$ cat src/rtl/instr_fetch_unit.sv
// Instruction fetch unit: owns the program counter, addresses the 16-bit
// instruction RAM, registers each fetched word and hands it to decode over a
// valid/ready handshake. Supports branch redirect, back-pressure stalls and
// HALT detection.
`timescale 1ns/1ps

module instr_fetch_unit #(
    parameter logic [7:0] RESET_PC = 8'h00,
    parameter logic [3:0] OP_NOP   = 4'h0,
    parameter logic [2:0] FN_HALT  = 3'h7
) (
    input  logic        CLK,
    input  logic        RESET_N,
    input  logic        START,
    output logic [7:0]  IMEM_ADDR,
    input  logic [15:0] IMEM_Q,
    output logic [15:0] INSN,
    output logic [7:0]  INSN_PC,
    output logic        INSN_VALID,
    input  logic        INSN_READY,
    input  logic        REDIRECT,
    input  logic [7:0]  REDIRECT_ADDR,
    output logic        HALTED,
    output logic [15:0] FETCH_COUNT
);

    typedef enum logic [1:0] {
        ST_IDLE,
        ST_RUN,
        ST_HALTED
    } state_t;

    // The PC is always even, including straight out of reset.
    localparam logic [7:0] PC_INIT = {RESET_PC[7:1], 1'b0};

    state_t      state_q, state_d;
    logic [7:0]  pc_q, pc_d;
    logic [15:0] insn_q, insn_d;
    logic [7:0]  insn_pc_q, insn_pc_d;
    logic        insn_valid_q, insn_valid_d;
    logic        halted_q, halted_d;
    logic [15:0] fetch_count_q, fetch_count_d;

    logic        slot_free;
    logic        is_halt;
    logic [7:0]  redirect_pc;

    // The output register can take a new word when empty or being drained.
    assign slot_free   = !insn_valid_q || INSN_READY;
    assign is_halt     = (IMEM_Q[15:12] == OP_NOP) && (IMEM_Q[2:0] == FN_HALT);
    assign redirect_pc = {REDIRECT_ADDR[7:1], 1'b0};

    // Next-state logic: redirect beats capture, capture beats stall.
    always_comb begin
        // NOTE: every _d starts as its _q so no path through the case infers a latch.
        state_d       = state_q;
        pc_d          = pc_q;
        insn_d        = insn_q;
        insn_pc_d     = insn_pc_q;
        insn_valid_d  = insn_valid_q;
        halted_d      = halted_q;
        fetch_count_d = fetch_count_q;

        case (state_q)
            ST_IDLE: begin
                if (REDIRECT) begin
                    pc_d = redirect_pc;
                end
                if (START) begin
                    state_d = ST_RUN;
                end
            end

            ST_RUN: begin
                if (REDIRECT) begin
                    pc_d         = redirect_pc;
                    insn_valid_d = 1'b0;
                end else if (slot_free) begin
                    insn_d       = IMEM_Q;
                    insn_pc_d    = pc_q;
                    insn_valid_d = 1'b1;
                    if (fetch_count_q != 16'hFFFF) begin
                        fetch_count_d = fetch_count_q + 16'd1;
                    end
                    if (is_halt) begin
                        state_d  = ST_HALTED;
                        halted_d = 1'b1;
                    end else begin
                        pc_d = pc_q + 8'd2;
                    end
                end
            end

            ST_HALTED: begin
                // Only the handshake still moves: the HALT word drains, nothing refills.
                if (insn_valid_q && INSN_READY) begin
                    insn_valid_d = 1'b0;
                end
            end

            default: begin
                state_d = ST_IDLE;
            end
        endcase
    end

    // State and output registers; reset discards any pending instruction.
    always_ff @(posedge CLK or negedge RESET_N) begin
        if (!RESET_N) begin
            state_q       <= ST_IDLE;
            pc_q          <= PC_INIT;
            insn_q        <= 16'h0000;
            insn_pc_q     <= 8'h00;
            insn_valid_q  <= 1'b0;
            halted_q      <= 1'b0;
            fetch_count_q <= 16'h0000;
        end else begin
            // NOTE: non-blocking assignments so every flop samples pre-edge values.
            state_q       <= state_d;
            pc_q          <= pc_d;
            insn_q        <= insn_d;
            insn_pc_q     <= insn_pc_d;
            insn_valid_q  <= insn_valid_d;
            halted_q      <= halted_d;
            fetch_count_q <= fetch_count_d;
        end
    end

    assign IMEM_ADDR   = pc_q;
    assign INSN        = insn_q;
    assign INSN_PC     = insn_pc_q;
    assign INSN_VALID  = insn_valid_q;
    assign HALTED      = halted_q;
    assign FETCH_COUNT = fetch_count_q;

endmodule

$ cat config.mk
export PLATFORM = sky130hd
export DESIGN_NAME = instr_fetch_unit
export DESIGN_NICKNAME = d
export VERILOG_FILES = /design/src/rtl/instr_fetch_unit.sv
export SDC_FILE = /design/constraint.sdc
export NUM_CORES = 1
export LEC_CHECK = 0
export BUFFER_PORTS_ARGS = -buffer_cell sky130_fd_sc_hd__buf_4
export CORE_ASPECT_RATIO = 0.8
export CORE_MARGIN = 2
export CORE_UTILIZATION = 50
export CTS_BUF_LIST = sky130_fd_sc_hd__clkbuf_4 sky130_fd_sc_hd__clkbuf_8 sky130_fd_sc_hd__clkbuf_16
export DETAILED_ROUTE_END_ITERATION = 8
export GPL_ROUTABILITY_DRIVEN = 0
export GPL_TIMING_DRIVEN = 1
export PLACE_DENSITY = 0.75
export RECOVER_POWER = 100
export SYNTH_ARGS = -nofsm -noshare
export SYNTH_HDL_FRONTEND = slang
export SYNTH_SLANG_ARGS = --single-unit
export TNS_END_PERCENT = 20
$ cat constraint.sdc
create_clock -name CLK -period 2 [get_ports CLK]
set_input_delay 0.3 -clock CLK [delete_from_list [all_inputs] [get_ports CLK]]
set_output_delay 0.3 -clock CLK [all_outputs]
set_load 0.005 [all_outputs]
Yosys cells after proc, flatten, opt, wreduce, memory -nomap -nowiden
Cells that the tools add are included.

cells by class
  add/sub/neg operators = 2
  multiply operators = 0
  div/mod/pow operators = 0
  $lt $le $gt $ge = 0
  equality and inequality tests = 12
  shifts and indexed selects = 0
  muxes and demuxes = 14
  bitwise logic cells = 2
  reductions and logical operators = 14

operators with widths
  operator               count
  $mux 8                 4
  $add 16x1->16 const B  1
  $ne 16x16->1 const B   1
  $pmux 8 s2             1
  $ne 2x2->1 const B     6
  $reduce_and 4->1       3
  $add 8x2->8 const B    1
  $mux 2                 4
  $ne 3x3->1 const B     2
  $pmux 2 s3             1
  $reduce_and 3->1       2
  $reduce_and 5->1       1
  $logic_not 4->1        1
  $reduce_bool 2->1      2
  $eq 3x3->1 const B     1
  $mux 1                 3
  $eq 2x1->1 const B     1
  $eq 2x2->1 const B     1
  $logic_and 1x1->1      2
  $logic_not 2->1        1
  $not 1->1              2
  $pmux 1 s2             1
  $logic_not 1->1        1
  $logic_or 1x1->1       1

storage, ports and cells
  register bits after elaboration = 52
  latch bits = 0
  RAM bits = 0
  memory bits (read-only) = 0
  bits of input ports = 29
  output and inout bits = 50
  memories kept = 0

Longest topological paths before layout
  depth in word-level cells = 6
  depth in mapped cells = 8
  depth with buffers taken out = 5

Least setup slack after synthesis
Ideal clock, no wire load.

  path kind = register -> register
  start = register state_q[0]
  end = register fetch_count_q[1] (netlist: FETCH_COUNT[1])
  library setup time = 125 ps
  arrival time = 1,721 ps
  setup slack = 154 ps
  cell stages (with the launch flop) = 8
  cells stage by stage = dfrtp_1 -> buf_4 -> or3b_1 -> buf_2 -> nand2b_1 -> clkbuf_1 -> nor2_1 -> mux2_2

on the way
  longest elaborated chain between the ends = 2

RTL lines
  item                        line  source
  start: declaration          36    state_t state_q, state_d;
  start signal: assignment    119   state_q <= state_d;
  $eq 2x1->1                  64    case (state_q)
  $reduce_and 4->1 (no line)  --
  end signal: assignment      125   fetch_count_q <= fetch_count_d;
  end: declaration            42    logic [15:0] fetch_count_q, fetch_count_d;

No other way between the ends.
A chain may end at the register's enable or synchronous reset.

Worst setup path in the final report
  start = register state_q[1]
  end = register fetch_count_q[8] (netlist: FETCH_COUNT[8])

The elaborated chain is that of the path after synthesis.

==> out/summary.txt <==
Worst EP required = 2220 ps
RSZ-0062 raised after global routing = false
Average cell area after synthesis = 9.74 µm²
Layout area overhead = 30.5%
Slew headroom = 18.9%
Yosys warnings = 0
Final Max Tran Viols = 0
Async set-or-reset flop fraction in the synthesized netlist = 100%
Number of routed nets with antenna violations = 0
Final WS setup = 128 ps
Area of the multi-input gates = 0.00103 mm²
Slew @ Worst Pin = 1220 ps
Fin util = 67.5%
Core area = 0.00454 mm²
# diodes = 0
Flops & latches, synth = 50
Most frequent cells after synthesis = 78 x nand2_1, 50 x dfrtp_1, 9 x xor2_1
Final wirelength = 5480 µm
Via count = 2061
Gr ovfl total = 0
Worst Setup Path Type = reg -> reg
Share of cells above drive strength 1 = 30.5%
Final worst path period share = 93.6%
Top cell type by total area after synthesis = dfrtp_1
CTS Hold Buffers Added = 0
Worst Setup End Kind = flop
Netlist cell types = 47
Postcts setup bufs = 0
Clock Path Buffers = 2
Synthesized cell area = 0.00235 mm²
TritonCTS Buffers = 5
Vias in the first global route = 1997
Tot GR Track Use = 23.1%
Sum Neg Setup Slack = 0 ps
CP startpoint kind = flop
Tot Pwr = 2.62 mW
Synth Flop Type = dfrtp_1
Antenna violations before repair = 0
DR pass1 iterations = 4
Post-CTS Resized = 0
Status = finished, final reports clean
Post-synth EDFFs = 0
DR WL met3 = 416 µm
Row cnt = 22
Clock sinks = 50
Top-area cell type share of the netlist area = 53.3%
DR WL met2 = 2540 µm
Synth area leaders = dfrtp_1 53%, nand2_1 12%, xor2_1 3.4%, mux2_2 1.9%, nor3_1 1.7%
Chip height = 65.3 µm
Worst Path Arrival = 2090 ps
Starting Density = 51.7%
DR DRC count = 0
Hold Path Class = in -> reg
Pwr Density = 854 mW/mm²
Flop pwr share = 51.7%
Root buffer cell = clkbuf_8
Crit Path Max Fanout = 5
I/O pins = 79
Switching Power = 805 µW
Routed len/inst = 14.2 µm
First-pass GRT wire length = 9340 µm
Static leakage = 1.53 nW
Clock Skew = 7.18 ps
Max Clk Rate = 534 MHz
Worst-path clk slew = 90 ps
Vias per cell = 5.35
Clock power share = 22.7%
Highest routed layer = met4
Pin count of the biggest net entering global routing = 51
Final setup fails = 0
# fillers = 384
Final instance area = 0.00307 mm²
Net Sw Frac = 30.8%
Iteration-0 DRC Markers = 183
Port Buf Inserts = 75
Max VDD drop = 0.508 mV
Post-DP HPWL = 3990 µm
Tmin final = 1870 ps
Logic gate share of total power = 25.6%
H-Tree Depth = 2
WL met1 = 2480 µm
Post-Syn Instances = 241
CTS tree = done
Top-count cell post-synth = nand2_1
Pre-CTS WS = 126 ps
DIE AREA = 0.00526 mm²
Fin nets = 355
FF/Latch Area = 0.00125 mm²
Placed Area = 0.00302 mm²
Worst skew pair latency = 300 ps
Max_cap viols = 0
Sequential fraction of the synthesis area = 53.3%
Int Power = 1.81 mW
Die X = 80.6 µm
Final Hold Viols = 0
[stage by stage]
stage          hold WS, ps  cells
2_1_floorplan         4.41    242
6_report               182    385
5_1_grt                185    385
3_3_place_gp           361    377
4_1_cts               22.2    385
3_5_place_dp           358    377
[worst max-delay path, stage by stage (launching register included)]
cell and delay [ps]:
dfrtp_1 420, or3b_1 460, or3_4 440, nor4b_2 280, xor2_1 190
[per-layer routing]
| metal | global-route usage [%] | up-vias |
|---|---|---|
| met4 | 9.11 | 0 |
| met1 | 31.4 | 980 |
| met2 | 35.4 | 76 |
| met5 | 0 | - |
| met3 | 6.04 | 4 |
| li1 | - | 1001 |
[sequential cells by signal, indices dropped and copies added, names as in the netlist]
name / count
state_q: 2
INSN: 16
INSN_PC: 7
HALTED: 1
IMEM_ADDR: 7
FETCH_COUNT: 16
INSN_VALID: 1
[cell families (layout without fill, tap and decap cells)]
kind of cell             count (synthesis)  in the layout  share of synthesized area (%)
AO/OA/AOI/OAI                           34             34                           9.91
XOR/XNOR                                10             10                           3.73
adder cells (fa/ha/maj)                  2              2                           1.07
buffers and inverters                   14             97                           2.77
flip-flops                              50             50                           53.3
multiplexers                             6              6                           2.88
other                                    1              2                          0.160
AND/OR/NAND/NOR                        124            124                           26.2
[cells in the final DEF, fill, tap and decap left out, types with 3 or more instances in the layout]
cell type / count
a21o_1: 4
a21oi_1: 6
a31oi_1: 3
buf_4: 31
clkbuf_1: 5
clkbuf_2: 5
clkbuf_4: 45
clkbuf_8: 5
dfrtp_1: 50
inv_1: 3
mux2_2: 4
nand2_1: 78
nand2b_1: 3
nand3_1: 5
nand4_1: 4
nor2_1: 6
nor3_1: 8
nor4_1: 6
o21ai_0: 6
o311ai_0: 3
xor2_1: 9
[final timing paths]
path,slack [ps],to,start,depth (start not counted)
max reg2reg,130,FETCH_COUNT[8],state_q[1],4
min reg2reg,470,HALTED,HALTED,1
min,180,INSN[4],IMEM_Q[4],3
min in group asynchronous,240,INSN[3],RESET_N,1
max,130,FETCH_COUNT[8],state_q[1],4
max in group asynchronous,1020,FETCH_COUNT[14],RESET_N,1
[power groups by stage]
stage	registers (mW)	logic [mW]	clock network (mW)
after floorplan	1.36	0.293	0
after global placement	1.37	0.685	0
after detailed placement	1.37	0.708	0
after CTS	1.36	0.708	0.605
after global routing	1.38	0.757	0.642
final	1.35	0.669	0.595
[layout make-up]
type / instances / share of cell area [%]
Clock inverter: 2 / 0.449
Multi-Input combinational cell: 178 / 33.5
Inverter: 4 / 0.490
Clock buffer: 6 / 2.49
Tap cell: 60 / 2.45
Sequential cell: 50 / 40.8
Timing Repair Buffer: 85 / 19.8
No activity file was read; power rests on OpenSTA's default activity.
